===== config.mk =====
export PLATFORM = sky130hd
export DESIGN_NAME = romulus_pdi_loader
export DESIGN_NICKNAME = d
export VERILOG_FILES = /design/src/rtl/romulus_pdi_loader_pkg.sv /design/src/rtl/romulus_pdi_loader_pad_mask.sv /design/src/rtl/romulus_pdi_loader.sv
export SDC_FILE = /design/constraint.sdc
export NUM_CORES = 1
export LEC_CHECK = 0
export ABC_AREA = 1
export CORE_ASPECT_RATIO = 0.6
export CORE_MARGIN = 1.5
export CORE_UTILIZATION = 30
export CTS_CLUSTER_SIZE = 40
export DETAILED_ROUTE_END_ITERATION = 8
export MAX_ROUTING_LAYER = met4
export SLEW_MARGIN = 20
export SYNTH_ARGS = -nofsm -noshare
export SYNTH_HDL_FRONTEND = slang
export SYNTH_HIERARCHICAL = 1
export SYNTH_SLANG_ARGS = --single-unit

===== constraint.sdc =====
create_clock -name clk -period 2.6 [get_ports clk]
set_clock_uncertainty 0.2 [all_clocks]
set_input_delay 0.52 -clock clk [delete_from_list [all_inputs] [get_ports clk]]
set_output_delay 0.52 -clock clk [all_outputs]
set_load 0.01 [all_outputs]

===== src/rtl/romulus_pdi_loader_pkg.sv =====
// Shared definitions for the Romulus pdi loader: datapath bus width, FSM state
// encoding and the last-word byte-count saturation helper.
package romulus_pdi_loader_pkg;

    localparam int BUSW = 128;

    typedef enum logic {
        FILL = 1'b0,
        HOLD = 1'b1
    } state_t;

    // in_bytes is 3 bits wide, but a 32-bit word carries at most 4 bytes
    function automatic logic [2:0] sat_bytes(input logic [2:0] bytes);
        return (bytes > 3'd4) ? 3'd4 : bytes;
    endfunction

endpackage


===== src/rtl/romulus_pdi_loader_pad_mask.sv =====
// Maps a block length (0..16 bytes) to a valid-byte mask; bit 15 is byte 0,
// i.e. the byte carried in the top bits of the block.
module romulus_pdi_loader_pad_mask (
    input  logic [4:0]  len,
    output logic [15:0] mask
);

    // byte i is valid when its index lies below the block length
    always_comb begin
        mask = 16'h0000;
        for (int i = 0; i < 16; i++) begin
            mask[15-i] = (5'(i) < len);
        end
    end

endmodule


===== src/rtl/romulus_pdi_loader.sv =====
// Assembles 32-bit pdi words MSB-first into 128-bit padded blocks with a per-byte
// decrypt mask. Define ROMULUS_PDI_LOADER_SKID_EN to accept a word while a block drains.
module romulus_pdi_loader
    import romulus_pdi_loader_pkg::*;
#(
    parameter int IN_W  = 32,
    parameter int BLK_W = BUSW,
    parameter int WORDS = BLK_W / IN_W
) (
    input  logic              clk,
    input  logic              rst,
    input  logic [IN_W-1:0]   in_data,
    input  logic              in_valid,
    output logic              in_ready,
    input  logic              in_last,
    input  logic [2:0]        in_bytes,
    input  logic              in_decrypt,
    output logic [BLK_W-1:0]  out_pdi,
    output logic [15:0]       out_decrypt,
    output logic [4:0]        out_len,
    output logic              out_padded,
    output logic              out_last,
    output logic              out_valid,
    input  logic              out_ready
);

    state_t            state_r;
    logic [1:0]        cnt_r;
    logic [BLK_W-1:0]  acc_r;
    logic [WORDS-1:0]  wdec_r;
    logic              ready_r;

    logic              take_s;
    logic              close_s;
    logic [1:0]        slot_s;
    logic [2:0]        nbytes_s;
    logic [4:0]        len_s;
    logic [BLK_W-1:0]  base_s;
    logic [BLK_W-1:0]  blk_s;
    logic [WORDS-1:0]  bdec_s;
    logic [BLK_W-1:0]  pdi_s;
    logic [15:0]       dec_s;
    logic [15:0]       mask_s;

`ifdef ROMULUS_PDI_LOADER_SKID_EN
    assign in_ready = ready_r | ((state_r == HOLD) & out_ready);
`else
    assign in_ready = ready_r;
`endif

    assign take_s   = in_valid & in_ready;
    // a word taken while draining a block always starts the next block at slot 0
    assign slot_s   = (state_r == FILL) ? cnt_r : 2'd0;
    assign close_s  = in_last | (slot_s == 2'd3);
    assign nbytes_s = in_last ? sat_bytes(in_bytes) : 3'd4;
    assign len_s    = {1'b0, slot_s, 2'b00} + {2'b00, nbytes_s};
    assign base_s   = (state_r == FILL) ? acc_r : 128'd0;

    romulus_pdi_loader_pad_mask u_pad_mask (
        .len  (len_s),
        .mask (mask_s)
    );

    // merge the incoming word and its decrypt flag into the partial block
    always_comb begin
        blk_s  = 128'd0;
        bdec_s = 4'd0;
        for (int w = 0; w < WORDS; w++) begin
            blk_s[BLK_W-1-IN_W*w -: IN_W] = (2'(w) == slot_s) ? in_data
                                          : base_s[BLK_W-1-IN_W*w -: IN_W];
            bdec_s[w] = (2'(w) == slot_s) ? in_decrypt
                      : ((state_r == FILL) ? wdec_r[w] : 1'b0);
        end
    end

    // zero bytes past the length, stamp the length byte, mask decrypt flags
    always_comb begin
        pdi_s = 128'd0;
        dec_s = 16'h0000;
        for (int i = 0; i < 15; i++) begin
            pdi_s[BLK_W-1-8*i -: 8] = mask_s[15-i] ? blk_s[BLK_W-1-8*i -: 8] : 8'd0;
        end
        pdi_s[7:0] = (len_s == 5'd16) ? blk_s[7:0] : {3'd0, len_s};
        for (int i = 0; i < 16; i++) begin
            dec_s[15-i] = mask_s[15-i] & bdec_s[i/4];
        end
    end

    // block FSM: accumulate in FILL, present the block in HOLD until consumed
    always_ff @(posedge clk) begin
        if (rst) begin
            state_r     <= FILL;
            cnt_r       <= 2'd0;
            acc_r       <= 128'd0;
            wdec_r      <= 4'd0;
            ready_r     <= 1'b0;
            out_pdi     <= 128'd0;
            out_decrypt <= 16'h0000;
            out_len     <= 5'd0;
            out_padded  <= 1'b0;
            out_last    <= 1'b0;
            out_valid   <= 1'b0;
        end else begin
            case (state_r)
                FILL: ready_r <= 1'b1;
                HOLD: begin
                    if (out_ready) begin
                        out_valid <= 1'b0;
                        state_r   <= FILL;
                        ready_r   <= 1'b1;
                    end else begin
                        out_valid <= 1'b1;
                    end
                end
                default: state_r <= FILL;
            endcase
            // takes only happen in FILL, or in HOLD while the block drains
            if (take_s) begin
                acc_r  <= blk_s;
                wdec_r <= bdec_s;
                if (close_s) begin
                    out_pdi     <= pdi_s;
                    out_decrypt <= dec_s;
                    out_len     <= len_s;
                    out_padded  <= (len_s != 5'd16);
                    out_last    <= in_last;
                    out_valid   <= 1'b1;
                    state_r     <= HOLD;
                    ready_r     <= 1'b0;
                    cnt_r       <= 2'd0;
                end else begin
                    cnt_r <= slot_s + 2'd1;
                end
            end else begin
                cnt_r <= cnt_r;
            end
        end
    end

endmodule


======== Word-level counts from Yosys, hierarchy flattened ========
Index checks and enable logic that the tools add are counted.
storage, ports and cells
  register bits ........................... 288
  input bits .............................. 41
  output and inout port bits .............. 153
operators by class
  $add $sub $neg .......................... 2
  magnitude comparators ................... 17
  equal/unequal tests ..................... 6
  multiplexer cells ....................... 44
  bitwise logic cells ..................... 19
  reduce and logical (&&, ||, !) cells .... 2
operator list
  operator             count
  $mux 128             1
  $mux 32              4
  $mux 8               16
  $lt 4x5->1 const A   8
  $lt 3x5->1 const A   4
  $mux 1               18
  $and 1x1->1          17
  $lt 1x5->1 const A   2
  $lt 2x5->1 const A   2
  $mux 3               2
  $add 4x3->5          1
  $eq 5x5->1 const B   1
  $ne 5x5->1 const B   1
  $eq 2x2->1 const A   2
  $mux 2               2
  $gt 3x3->1 const B   1
  $add 2x1->2 const B  1
  $eq 1x2->1 const A   1
  $eq 2x2->1 const B   1
  $logic_not 2->1      1
  $pmux 1 s2           1
  $reduce_and 2->1     1
  $not 1->1            1
  $or 1x1->1           1

======== Longest topological paths before layout ========
Gate-level depths: netlist of the first run.
  depth after elaboration ................. 6
  gate-level depth with buffers ........... 13
  mapped depth without buffers ............ 12

======== By module ========
Netlist of the first run, hierarchy kept.
by module, submodules not included
  module                       instances  cells an instance  area an instance (µm²)
  romulus_pdi_loader           1          1,733              12,159.2
  romulus_pdi_loader_pad_mask  1          37                 161.4

======== Worst setup path after synthesis of the first run ========
No wires, ideal clock.
  path kind ............................... flip-flop to flip-flop
  start ................................... register state_r
  end ..................................... register out_pdi[40]
  library setup time ...................... 74 ps
  arrival time ............................ 2,051 ps
  required time ........................... 2,326 ps
  setup slack ............................. 275 ps
  stages on the path, launching flop included .. 14
  buffers on the path ..................... 2
  period minus slack after synthesis ...... 2,325 ps
  cell sequence ........................... dfxtp_1 buf_4 buf_2 nor2_1 ha_1 ha_1 nor2_4 inv_2 nand2_2 nor2_1 inv_1 nor2_2 nand2_1 o21ai_0
between the ends
  longest elaborated chain between the ends .. 4
RTL lines
  item                    line                               text
  start, declared         romulus_pdi_loader.sv:27           state_t state_r;
  start signal, assigned  romulus_pdi_loader.sv:92           state_r <= FILL;
  start signal, assigned  romulus_pdi_loader.sv:109          state_r <= FILL;
  start signal, assigned  romulus_pdi_loader.sv:115          default: state_r <= FILL;
  $mux 2                  romulus_pdi_loader.sv:53           assign slot_s = (state_r == FILL) ? cnt_r : 2'd0;
  $add 4x3->5             romulus_pdi_loader.sv:56           assign len_s = {1'b0, slot_s, 2'b00} + {2'b00, nbytes_s};
  via len_s[3]            romulus_pdi_loader.sv:37           logic [4:0] len_s;
  $lt 4x5->1              romulus_pdi_loader_pad_mask.sv:12  mask[15-i] = (5'(i) < len);
  via mask_s[5]           romulus_pdi_loader.sv:43           logic [15:0] mask_s;
  $mux 8                  romulus_pdi_loader.sv:81           pdi_s[BLK_W-1-8*i -: 8] = mask_s[15-i] ? blk_s[BLK_W-1-8*i -: 8] : 8'd0;
  end signal, assigned    romulus_pdi_loader.sv:122          out_pdi <= pdi_s;
  end, declared           romulus_pdi_loader.sv:18           output logic [BLK_W-1:0] out_pdi,
The timed path passes the listed nets, and every way through them passes these cells.
A chain may end at the register's enable or synchronous reset.

======== Final worst setup path of the first run ========
  start ................................... register state_r
  end ..................................... register wdec_r[3]
between the ends
  longest elaborated chain between the ends .. 3
RTL lines
  item                  line                       text
  $mux 2                romulus_pdi_loader.sv:53
  $eq 2x2->1            romulus_pdi_loader.sv:71   bdec_s[w] = (2'(w) == slot_s) ? in_decrypt
  $mux 1 (*)            romulus_pdi_loader.sv:71
  end signal, assigned  romulus_pdi_loader.sv:120  wdec_r <= bdec_s;
  end, declared         romulus_pdi_loader.sv:30   logic [WORDS-1:0] wdec_r;
Mark *: on every way between the ends. The rest lies on a longest branch, timed or not.

==> results.rst, run 1 <==
.. list-table::
   :header-rows: 1

   * - Metric
     - Value
   * - Result of the run
     - completed
   * - Detailed-router iteration count before antenna repair
     - 5
   * - Effective utilization at floorplan
     - 30.41%
   * - First-pass GRT wire length
     - 64010 µm
   * - Number of standard cells in the layout, taps in and fillers out
     - 2491
   * - Fin. max-slew vios
     - 0
   * - Actual transition at the worst max-transition pin
     - 1.037 ns
   * - Post-synthesis cell area
     - 12320 µm²
   * - Adder and majority gate portion of the synthesized area
     - 0.6093%
   * - Library cell with the largest summed area after synthesis
     - dfxtp_1
   * - Top cells by area in the synthesized netlist
     - dfxtp_1, nand2_1, o21ai_0, inv_1, a21oi_1
   * - Buffer cell driving the clock tree root
     - clkbuf_16
   * - Arrival time reported for the critical path endpoint
     - 2.64 ns
   * - Startpoint type of the worst setup path
     - register
   * - Fraction of the mapped netlist area in compound gates
     - 21.23%
   * - Clock tree from TritonCTS
     - built
   * - Tmin final
     - 2.382 ns
   * - GRT Resource Usage Total
     - 19.69%
   * - Synthesized-area fraction occupied by and/or/nand/nor cells
     - 18.43%
   * - Antenna violations before repair
     - 4
   * - Buffers added on ports
     - 193
   * - Sequential cell area fraction in the yosys report
     - 46.80%
   * - H-tree levels
     - 1
   * - Die outline height
     - 160.0 µm
   * - Reported max-cap violation count
     - 0
   * - Setup repair after global routing missed its margin
     - false
   * - Setup violation total in the final timing report
     - 0
   * - Mapped Cells
     - 1770
   * - Worst max-slew margin expressed relative to the limit
     - 30.85%
   * - Net count of the mapped netlist
     - 1817
   * - Initial DRC Count
     - 1098
   * - Grt ovf
     - 0
   * - Overall die width
     - 264.6 µm
   * - Post-cts gate resize count
     - 0
   * - Top-level port count
     - 194
   * - Total wirelength of the detailed-routed design
     - 41430 µm
   * - Layout fillers
     - 4124
   * - Highest net fanout along the worst path
     - 97
   * - Largest family of logic cells by synthesized area
     - compound AO/OA/AOI/OAI gates
   * - Cell with the most instances after synthesis
     - nand2_1
   * - EDFF count, synth
     - 0
   * - Number of synthesized register bits
     - 288
   * - Area of the core region
     - 40510 µm²
   * - Post-Route Utilization
     - 39.58%
   * - Startpoint-to-endpoint class of the critical path
     - register to register
   * - Number of instances in the placed design
     - 2435
   * - Share of layout cells above drive strength 1
     - 6.993%
   * - Post-synth top area share
     - 46.80%
   * - Total via count in the routed design
     - 11880
   * - Mean post-synth cell area
     - 6.961 µm²
   * - Half-perimeter wire length after detailed placement
     - 28210 µm
   * - CTS max path bufs
     - 3
   * - Die Footprint
     - 42330 µm²
   * - Inserted Clock Buffers
     - 30
   * - DR DRC count
     - 0
   * - # Post-CTS Setup Buffers
     - 0
   * - Via/cell ratio
     - 4.769
   * - Clock tree sinks
     - 288
   * - Top cells by count, synth
     - nand2_1, dfxtp_1, inv_1
   * - Nets@finish
     - 1983
   * - Post-synthesis to final-layout area growth
     - 30.13%
   * - Placer Congestion
     - 0.8849
   * - Post-synth cell types
     - 28
   * - Hold buffer count at cts
     - 0
   * - Clock edge transition at the registers on the reported setup and hold paths
     - 0.07 ns
   * - Min-Delay Path Class
     - register to register
   * - Part of the cycle the worst path needs
     - 91.61%
   * - Hold Violations, Final
     - 0
   * - Final hold slack
     - 0.2562 ns
   * - Most used flip-flop cell after synthesis
     - dfxtp_1
   * - Average wire per standard cell
     - 16.63 µm
   * - Maximum clock frequency
     - 419.8 MHz
   * - Largest net degree at the start of global routing
     - 100
   * - Mux share of post-synthesis cell area
     - 0%
   * - Pwr Density
     - 663.2 nW/µm²
   * - Worst endpoint required time
     - 2.86 ns
   * - Clk Latency, worst-skew pair
     - 0.57 ns
   * - Type of element capturing the critical path
     - register
   * - Via count of the first global-routing pass
     - 11170
   * - Worst supply voltage drop on vdd
     - 0.4648 mV
   * - Number of nets still failing antenna checks after routing
     - 0
   * - Share of flip-flops with an asynchronous set or reset after synthesis
     - 0%
   * - YS warnings
     - 6
   * - Xor and xnor area share after synthesis
     - 0%
   * - Row cnt
     - 57
   * - Cell leakage power
     - 6.895 nW
-- report_power, final --
| group | internal [mW] | leakage [nW] | switching, mW |
|---|---|---|---|
| combinational | 0.478 | 4.03 | 0.880 |
| clock | 2.73 | 0.523 | 1.87 |
| sequential | 4.60 | 2.35 | 0.0677 |
| total | 7.81 | 6.90 | 2.82 |
-- kinds of logic after synthesis --
logic type,Yosys count
buf+inv,394
simple gates,563
flops,288
fa+ha+maj,6
compound gates,519
-- flip-flops by register name, summed over array words and instances (netlist names) --
name         cells
acc_r          128
cnt_r            2
in_ready         1
out_decrypt     16
out_last         1
out_len          5
out_padded       1
out_pdi        128
out_valid        1
state_r          1
wdec_r           4
-- per-layer routing --
metal	wire length (µm)	GRT usage (%)
met5	0	-
met4	554	3.030
met3	3098	3.701
met2	17870	29.63
met1	19910	27.77
-- layout make-up --
cell class | instances | area (µm²) | area share (%)
clock inverters | 17 | 196.4 | 1.225
diodes | 1 | 2.502 | 0.01561
flip-flops and latches | 288 | 5769 | 35.98
multi-input cells | 1088 | 4970 | 31.00
clock buffers | 38 | 862.1 | 5.377
repair buffers | 244 | 2500 | 15.59
inverters | 284 | 1069 | 6.665
well taps | 531 | 664.4 | 4.144
-- worst max-delay path, cell delays in order, from the launching register on --
cell      delay, ns
dfxtp_4        0.38
buf_4          0.78
inv_2          0.03
buf_4          0.23
nand2_1        0.08
nand2_1        0.04
o21ai_1        0.24
nand2_1        0.10
o211ai_1       0.10
inv_1          0.06
-- final timing paths --
kind	from	endpoint	slack, ns	cells past startpoint
worst max register to register	state_r	wdec_r[3]	0.22	9
worst min register to register	out_pdi[97]	out_pdi[97]	0.26	2
worst min-delay path	out_pdi[97]	out_pdi[97]	0.26	2
worst max-delay path	state_r	wdec_r[3]	0.22	9
-- layout by cell type, fill, tap and decap left out --
cell / n
a211oi_1: 1
a21oi_1: 128
a31oi_1: 1
and2_1: 1
buf_12: 15
buf_4: 37
bufinv_16: 4
clkbuf_1: 1
clkbuf_16: 31
clkbuf_8: 6
clkdlybuf4s50_1: 192
clkinv_1: 1
clkinv_2: 9
clkinv_4: 1
clkinvlp_4: 3
dfxtp_1: 287
dfxtp_4: 1
diode_2: 1
ha_1: 6
inv_1: 277
inv_2: 5
inv_4: 1
nand2_1: 456
nand2_2: 4
nand2_4: 2
nand3_1: 39
nand3_2: 5
nand4_1: 1
nor2_1: 41
nor2_2: 9
nor2_4: 4
o211ai_1: 5
o21ai_0: 273
o21ai_1: 110
o31ai_1: 1
or2_1: 1
-- through the flow --
| step | cell area [µm²] | worst slack (ns) | TNS (ns) | total power, mW |
|---|---|---|---|---|
| after floorplan | 12320 | 0.2751 | 0 | 5.598 |
| after global placement | 14970 | -0.2080 | -11.79 | 6.065 |
| after detailed placement | 14970 | -0.2942 | -15.12 | 6.112 |
| after CTS | 16030 | 0.1932 | 0 | 10.74 |
| after global routing | 16030 | 0.07871 | 0 | 11.11 |
| final | 16030 | 0.2182 | 0 | 10.63 |
No activity file was read; power rests on OpenSTA's default activity.
==> inputs of run 2 (changes only) <==
Settings changed: MAX_ROUTING_LAYER met4 to not set.
==> results.rst, run 2 (synthesis gave the netlist of run 1 again) <==
.. list-table::
   :header-rows: 1

   * - Metric
     - Value
   * - H-tree levels
     - 1 (unchanged)
   * - # Post-CTS Setup Buffers
     - 0 (unchanged)
   * - Kind of cell with the highest combined delay on the critical path
     - buffers and inverters
   * - Slowest cell on the critical path
     - buf_4
   * - Clock group share of total power
     - 43.3% (about the same)
   * - Reported max-cap violation count
     - 0 (unchanged)
   * - Fraction of power spent switching nets
     - 26.50% (-0.032 points)
   * - Initial DRC Count
     - 1059 (-3.6%)
   * - Detailed-router iteration count before antenna repair
     - 5 (unchanged)
   * - Row cnt
     - 57 (unchanged)
   * - Part of the cycle the worst path needs
     - 92.65% (+1.0 points)
   * - Clock edge transition at the registers on the reported setup and hold paths
     - 0.07 ns (about the same)
   * - Top-level port count
     - 194 (unchanged)
   * - Largest net degree at the start of global routing
     - 100 (unchanged)
   * - Hold Violations, Final
     - 0 (unchanged)
   * - CP dominant cell by count
     - nand2_1
   * - Tmin final
     - 2.409 ns (+0.02712 ns)
   * - Worst-path cell chain
     - buf_4 -> inv_2 -> buf_4 -> nand2_1 -> nand2_1 -> o21ai_1 -> nand2_1 -> o211ai_1 -> inv_1
   * - Via/cell ratio
     - 4.798 (+0.61%)
   * - Setup repair after global routing missed its margin
     - false
   * - Internal power component
     - 7.812 mW (about the same)
   * - Post-Route Utilization
     - 39.58% (unchanged)
   * - Buffer cell driving the clock tree root
     - clkbuf_16
   * - Commonest cells after routing, fill and taps aside
     - nand2_1, dfxtp_1, inv_1
   * - Maximum clock frequency
     - 415.1 MHz (-1.1%)
   * - Type of element capturing the critical path
     - register
   * - Highest net fanout along the worst path
     - 97 (unchanged)
   * - Aggregate negative setup slack
     - 0 ns (unchanged)
   * - Total via count in the routed design
     - 11950 (+0.61%)
   * - Fin. max-slew vios
     - 0 (unchanged)
   * - Gate power share
     - 12.8% (about the same)
   * - Clock tree sinks
     - 288 (unchanged)
   * - Worst max-slew margin expressed relative to the limit
     - 30.01% (-0.84 points)
   * - Min-Delay Path Class
     - register to register
   * - Most common cell after layout, fill and taps aside
     - nand2_1
   * - Half-perimeter wire length after detailed placement
     - 28210 µm (unchanged)
   * - Largest registers
     - acc_r (128), out_pdi (128), out_decrypt (16)
   * - Die Footprint
     - 42330 µm² (unchanged)
   * - Post-synthesis to final-layout area growth
     - 30.13% (unchanged)
   * - Number of nets still failing antenna checks after routing
     - 0 (unchanged)
   * - Effective utilization at floorplan
     - 30.41% (unchanged)
   * - Overall die width
     - 264.6 µm (unchanged)
   * - Actual transition at the worst max-transition pin
     - 1.050 ns (+0.01254 ns)
   * - Cell leakage power
     - 6.895 nW (unchanged)
   * - Clock tree from TritonCTS
     - built
   * - DR DRC count
     - 0 (unchanged)
   * - Die outline height
     - 160.0 µm (unchanged)
   * - Antenna violations before repair
     - 4 (unchanged)
   * - Total buffers and inverters traversed by the critical path
     - 4 (unchanged)
   * - Worst path max stage delay
     - 0.75 ns (-0.03 ns)
   * - R2r setup slk
     - 0.19 ns (-0.03 ns)
   * - Post-cts gate resize count
     - 0 (unchanged)
   * - Average wire per standard cell
     - 16.62 µm (about the same)
   * - Pwr Density
     - 662.9 nW/µm² (about the same)
   * - Area of the core region
     - 40510 µm² (unchanged)
   * - Startpoint type of the worst setup path
     - register
   * - Buffers added on ports
     - 193 (unchanged)
   * - Worst supply voltage drop on vdd
     - 0.4650 mV (about the same)
   * - Share of layout cells above drive strength 1
     - 6.993% (unchanged)
   * - Nets@finish
     - 1983 (unchanged)
   * - Total wirelength of the detailed-routed design
     - 41400 µm (about the same)
   * - Result of the run
     - completed
   * - Placer Congestion
     - 0.8708 (-1.6%)
   * - Inserted Clock Buffers
     - 30 (unchanged)
   * - Worst endpoint required time
     - 2.86 ns (about the same)
   * - Startpoint-to-endpoint class of the critical path
     - register to register
   * - Sequential share of power
     - 43.9% (about the same)
   * - Grt ovf
     - 0 (unchanged)
   * - First-pass GRT wire length
     - 63980 µm (about the same)
   * - Arrival time reported for the critical path endpoint
     - 2.67 ns (+0.03 ns)
   * - GRT Resource Usage Total
     - 19.10% (-0.59 points)
   * - Sw power
     - 2.816 mW (-0.16%)
   * - Hold buffer count at cts
     - 0 (unchanged)
   * - Clk Latency, worst-skew pair
     - 0.57 ns (about the same)
   * - CTS max path bufs
     - 3 (unchanged)
   * - Via count of the first global-routing pass
     - 11170 (+0.018%)
   * - Setup violation total in the final timing report
     - 0 (unchanged)
## run 2: power by group through the flow
stage          registers (mW)  logic [mW]  clock network, mW
3_3_place_gp             4.76        1.31                  0
6_report                 4.67        1.36               4.60
4_1_cts                  4.67        1.35               4.72
3_5_place_dp             4.77        1.35                  0
5_1_grt                  4.68        1.53               4.90
2_1_floorplan            4.77       0.831                  0
## run 2: layer usage
layer  up-vias  GRT usage (%)  routed length, µm
met5         -              0                  0
met4         0          3.030                566
met3        51          3.809               2838
met2       350          29.52              17970
met1      5636          27.77              20020
li1       5914              -                  -
## run 2: final timing paths
check,start,endpoint,cells after the start
setup / recovery,state_r,wdec_r[3],9
hold / removal,out_pdi[97],out_pdi[97],2
setup reg to reg,state_r,wdec_r[3],9
hold reg to reg,out_pdi[97],out_pdi[97],2
## run 2: cell type report
cell class / instances / area, µm²
diodes: 1 / 2.502
flip-flops and latches: 288 / 5769
clock inverters: 17 / 196.4
well taps: 531 / 664.4
fillers: 4125 / 24480
inverters: 284 / 1069
multi-input cells: 1088 / 4970
clock buffers: 38 / 862.1
repair buffers: 244 / 2500
## run 2: worst min-delay path: stages (launching register included)
cell and delay (ns):
dfxtp_1 0.31, nand2_1 0.05, o21ai_1 0.05
## run 2: through the flow
| stage | setup slack, ns | instances | total power, mW | hold WS [ns] | instance area (µm²) |
|---|---|---|---|---|---|
| 3_3_place_gp | -0.2080 | 2435 | 6.065 | 0.2411 | 14970 |
| 5_1_grt | 0.07871 | 2490 | 11.11 | 0.2762 | 16030 |
| 4_1_cts | 0.1932 | 2490 | 10.74 | 0.2595 | 16030 |
| 2_1_floorplan | 0.2751 | 1770 | 5.598 | 0.2678 | 12320 |
| 6_report | 0.1910 | 2491 | 10.63 | 0.2558 | 16030 |
| 3_5_place_dp | -0.2942 | 2435 | 6.112 | 0.2473 | 14970 |
==> inputs of run 3 (changes only) <==
Settings changed: CORE_UTILIZATION 30 to 45, PLACE_DENSITY set to 0.69.
==> results.rst, run 3 (synthesis gave the netlist of run 1 again) <==
.. list-table::
   :header-rows: 1

   * - Metric
     - Value
   * - Area of the core region
     - 26650 µm² (-34%)
   * - Startpoint of the worst register-to-register path
     - state_r
   * - Via count of the first global-routing pass
     - 10790 (-3.4%)
   * - End of the worst register-to-register path
     - acc_r[103]
   * - Type of element capturing the critical path
     - register
   * - Clock tree sinks
     - 288 (unchanged)
   * - Worst path max stage delay
     - 0.57 ns (-0.18 ns)
   * - Sw power
     - 2.642 mW (-6.2%)
   * - Hold buffer count at cts
     - 0 (unchanged)
   * - Actual transition at the worst max-transition pin
     - 0.7989 ns (-0.2509 ns)
   * - Setup violation total in the final timing report
     - 0 (unchanged)
   * - Antenna violations before repair
     - 1 (-3)
   * - Worst endpoint required time
     - 2.84 ns (-0.02 ns)
   * - Clock edge transition at the registers on the reported setup and hold paths
     - 0.07 ns (about the same)
   * - Commonest cells after routing, fill and taps aside
     - nand2_1, dfxtp_1, inv_1
   * - Worst-path cell chain
     - buf_4 -> buf_4 -> o21ai_0 -> o21ai_0 -> nand2_1 -> nand2_1 -> inv_1
   * - Row cnt
     - 46 (-19%)
   * - R2r setup slk
     - 0.17 ns (-0.02 ns)
   * - Clock tree from TritonCTS
     - built
   * - Hold Violations, Final
     - 0 (unchanged)
   * - H-tree levels
     - 1 (unchanged)
   * - Post-synthesis to final-layout area growth
     - 26.37%
   * - Average wire per standard cell
     - 16.53 µm (-0.56%)
   * - Top-level port count
     - 194 (unchanged)
   * - Fin. max-slew vios
     - 0 (unchanged)
   * - Share of layout cells above drive strength 1
     - 6.407% (-0.59 points)
   * - Die Footprint
     - 28410 µm² (-33%)
   * - Detailed-router iteration count before antenna repair
     - 7 (+2)
   * - CTS max path bufs
     - 3 (unchanged)
   * - Result of the run
     - completed
   * - Hold Crit Depth
     - 2 (unchanged)
   * - End of the worst hold path
     - out_pdi[2]
   * - Highest net fanout along the worst path
     - 72 (-26%)
   * - Gate power share
     - 13.3% (+0.5 points)
   * - Most common cell after layout, fill and taps aside
     - nand2_1
   * - Min-Delay Startpoint
     - rst
   * - Internal power component
     - 7.327 mW (-6.2%)
   * - Cell leakage power
     - 6.784 nW (-1.6%)
   * - Half-perimeter wire length after detailed placement
     - 25610 µm (-9.2%)
   * - Aggregate negative setup slack
     - 0 ns (unchanged)
   * - Maximum clock frequency
     - 412.0 MHz (-0.75%)
   * - Clk Latency, worst-skew pair
     - 0.54 ns (-0.03 ns)
   * - Number of nets still failing antenna checks after routing
     - 0 (unchanged)
   * - ANT cells
     - 0 (-1)
   * - Initial DRC Count
     - 991 (-6.4%)
   * - Grt ovf
     - 0 (unchanged)
   * - Pwr Density
     - 640.3 nW/µm² (-3.4%)
   * - # Post-CTS Setup Buffers
     - 0 (unchanged)
   * - Inserted Clock Buffers
     - 27 (-10%)
   * - Worst supply voltage drop on vdd
     - 0.3619 mV (-22%)
   * - Buffers added on ports
     - 193 (unchanged)
   * - Total buffers and inverters traversed by the critical path
     - 3 (-1)
   * - Effective utilization at floorplan
     - 46.23% (+16 points)
   * - Total wirelength of the detailed-routed design
     - 38190 µm (-7.7%)
   * - Largest registers
     - acc_r (128), out_pdi (128), out_decrypt (16)
   * - Placer Congestion
     - 0.8866 (+1.8%)
   * - Startpoint type of the worst setup path
     - register
   * - Total via count in the routed design
     - 11880 (-0.56%)
   * - Tmin final
     - 2.427 ns (+0.01812 ns)
   * - Largest net degree at the start of global routing
     - 93 (-7.0%)
   * - Nets@finish
     - 1979 (-0.20%)
   * - Min-Delay Path Class
     - input port to register
   * - Die outline height
     - 131.2 µm (-18%)
   * - Buffer cell driving the clock tree root
     - clkbuf_16
   * - Worst max-slew margin expressed relative to the limit
     - 46.74% (+17 points)
   * - Overall die width
     - 216.6 µm (-18%)
   * - Slowest cell on the critical path
     - buf_4
   * - Via/cell ratio
     - 5.142 (+7.2%)
   * - Reported max-cap violation count
     - 0 (unchanged)
   * - Sequential share of power
     - 46.8% (+2.9 points)
   * - Part of the cycle the worst path needs
     - 93.35% (+0.70 points)
   * - Clock group share of total power
     - 39.9% (-3.4 points)
   * - Post-cts gate resize count
     - 0 (unchanged)
   * - Setup repair after global routing missed its margin
     - false
   * - DR DRC count
     - 0 (unchanged)
   * - Final standard cell area without fillers
     - 15570 µm² (-2.9%)
   * - Arrival time reported for the critical path endpoint
     - 2.67 ns (about the same)
   * - First-pass GRT wire length
     - 59210 µm (-7.5%)
   * - Startpoint-to-endpoint class of the critical path
     - register to register
   * - Kind of cell with the highest combined delay on the critical path
     - buffers and inverters
   * - Depth of the most critical reg-to-reg path
     - 7 (-2)
   * - Fraction of power spent switching nets
     - 26.51% (about the same)
   * - GRT Resource Usage Total
     - 26.21% (+7.1 points)
   * - Post-placement cell area
     - 14690 µm² (-1.9%)
## run 3: cell types whose count changed in the layout (fill, tap and decap cells not counted), moves of 3 or more
cell / delta
clkbuf_16: -4
buf_12: -5
bufinv_16: -3
clkinvlp_4: -3
clkbuf_1: +4
clkinv_2: -4
buf_4: +4
clkbuf_8: +3
## run 3: layout make-up
class | count | area, µm²
Fill cell | 2475 | 11080
Multi-Input combinational cell | 1088 | 4970
Sequential cell | 288 | 5769
Clock inverter | 7 | 63.81
Clock buffer | 41 | 818.3
Tap cell | 360 | 450.4
Timing Repair Buffer | 243 | 2430
Inverter | 284 | 1069
## run 3: power groups by stage
stage	clock network [mW]	registers, mW	logic (mW)
after floorplan	0	4.77	0.831
after global placement	0	4.76	1.27
after detailed placement	0	4.77	1.31
after CTS	4.03	4.67	1.32
after global routing	4.22	4.68	1.49
final	3.97	4.67	1.33
## run 3: stage by stage
step | total power [mW] | hold slack [ns] | utilization (%) | worst slack [ns] | instances
floorplan | 5.598 | 0.2678 | - | 0.2751 | 1770
global placement | 6.026 | 0.2346 | 55.11 | -0.2491 | 2263
finish | 9.969 | 0.1573 | 58.43 | 0.1729 | 2311
global route | 10.39 | 0.1551 | 58.43 | 0.03198 | 2311
CTS | 10.01 | 0.1344 | 58.42 | 0.1395 | 2311
detailed placement | 6.073 | 0.2322 | 55.11 | -0.2855 | 2263
## run 3: how the worst max path moves through the flow
stage	endpoint	start	slack, ns	depth (start not counted)
after global routing	acc_r[103]	state_r	0.03	7
after global placement	out_pdi[47]	in_bytes[2]	-0.25	13
final	acc_r[103]	state_r	0.17	7
after CTS	out_pdi[47]	cnt_r[0]	0.14	12
after floorplan	out_pdi[40]	state_r	0.28	13
after detailed placement	out_pdi[47]	in_last	-0.29	12
## run 3: routing by layer
metal | track usage [%] | wire length, µm | vias up
met2 | 39.26 | 16460 | 446
li1 | - | - | 5895
met5 | 0 | 0 | -
met4 | 5.710 | 718 | 0
met1 | 38.54 | 17560 | 5493
met3 | 5.347 | 3451 | 50
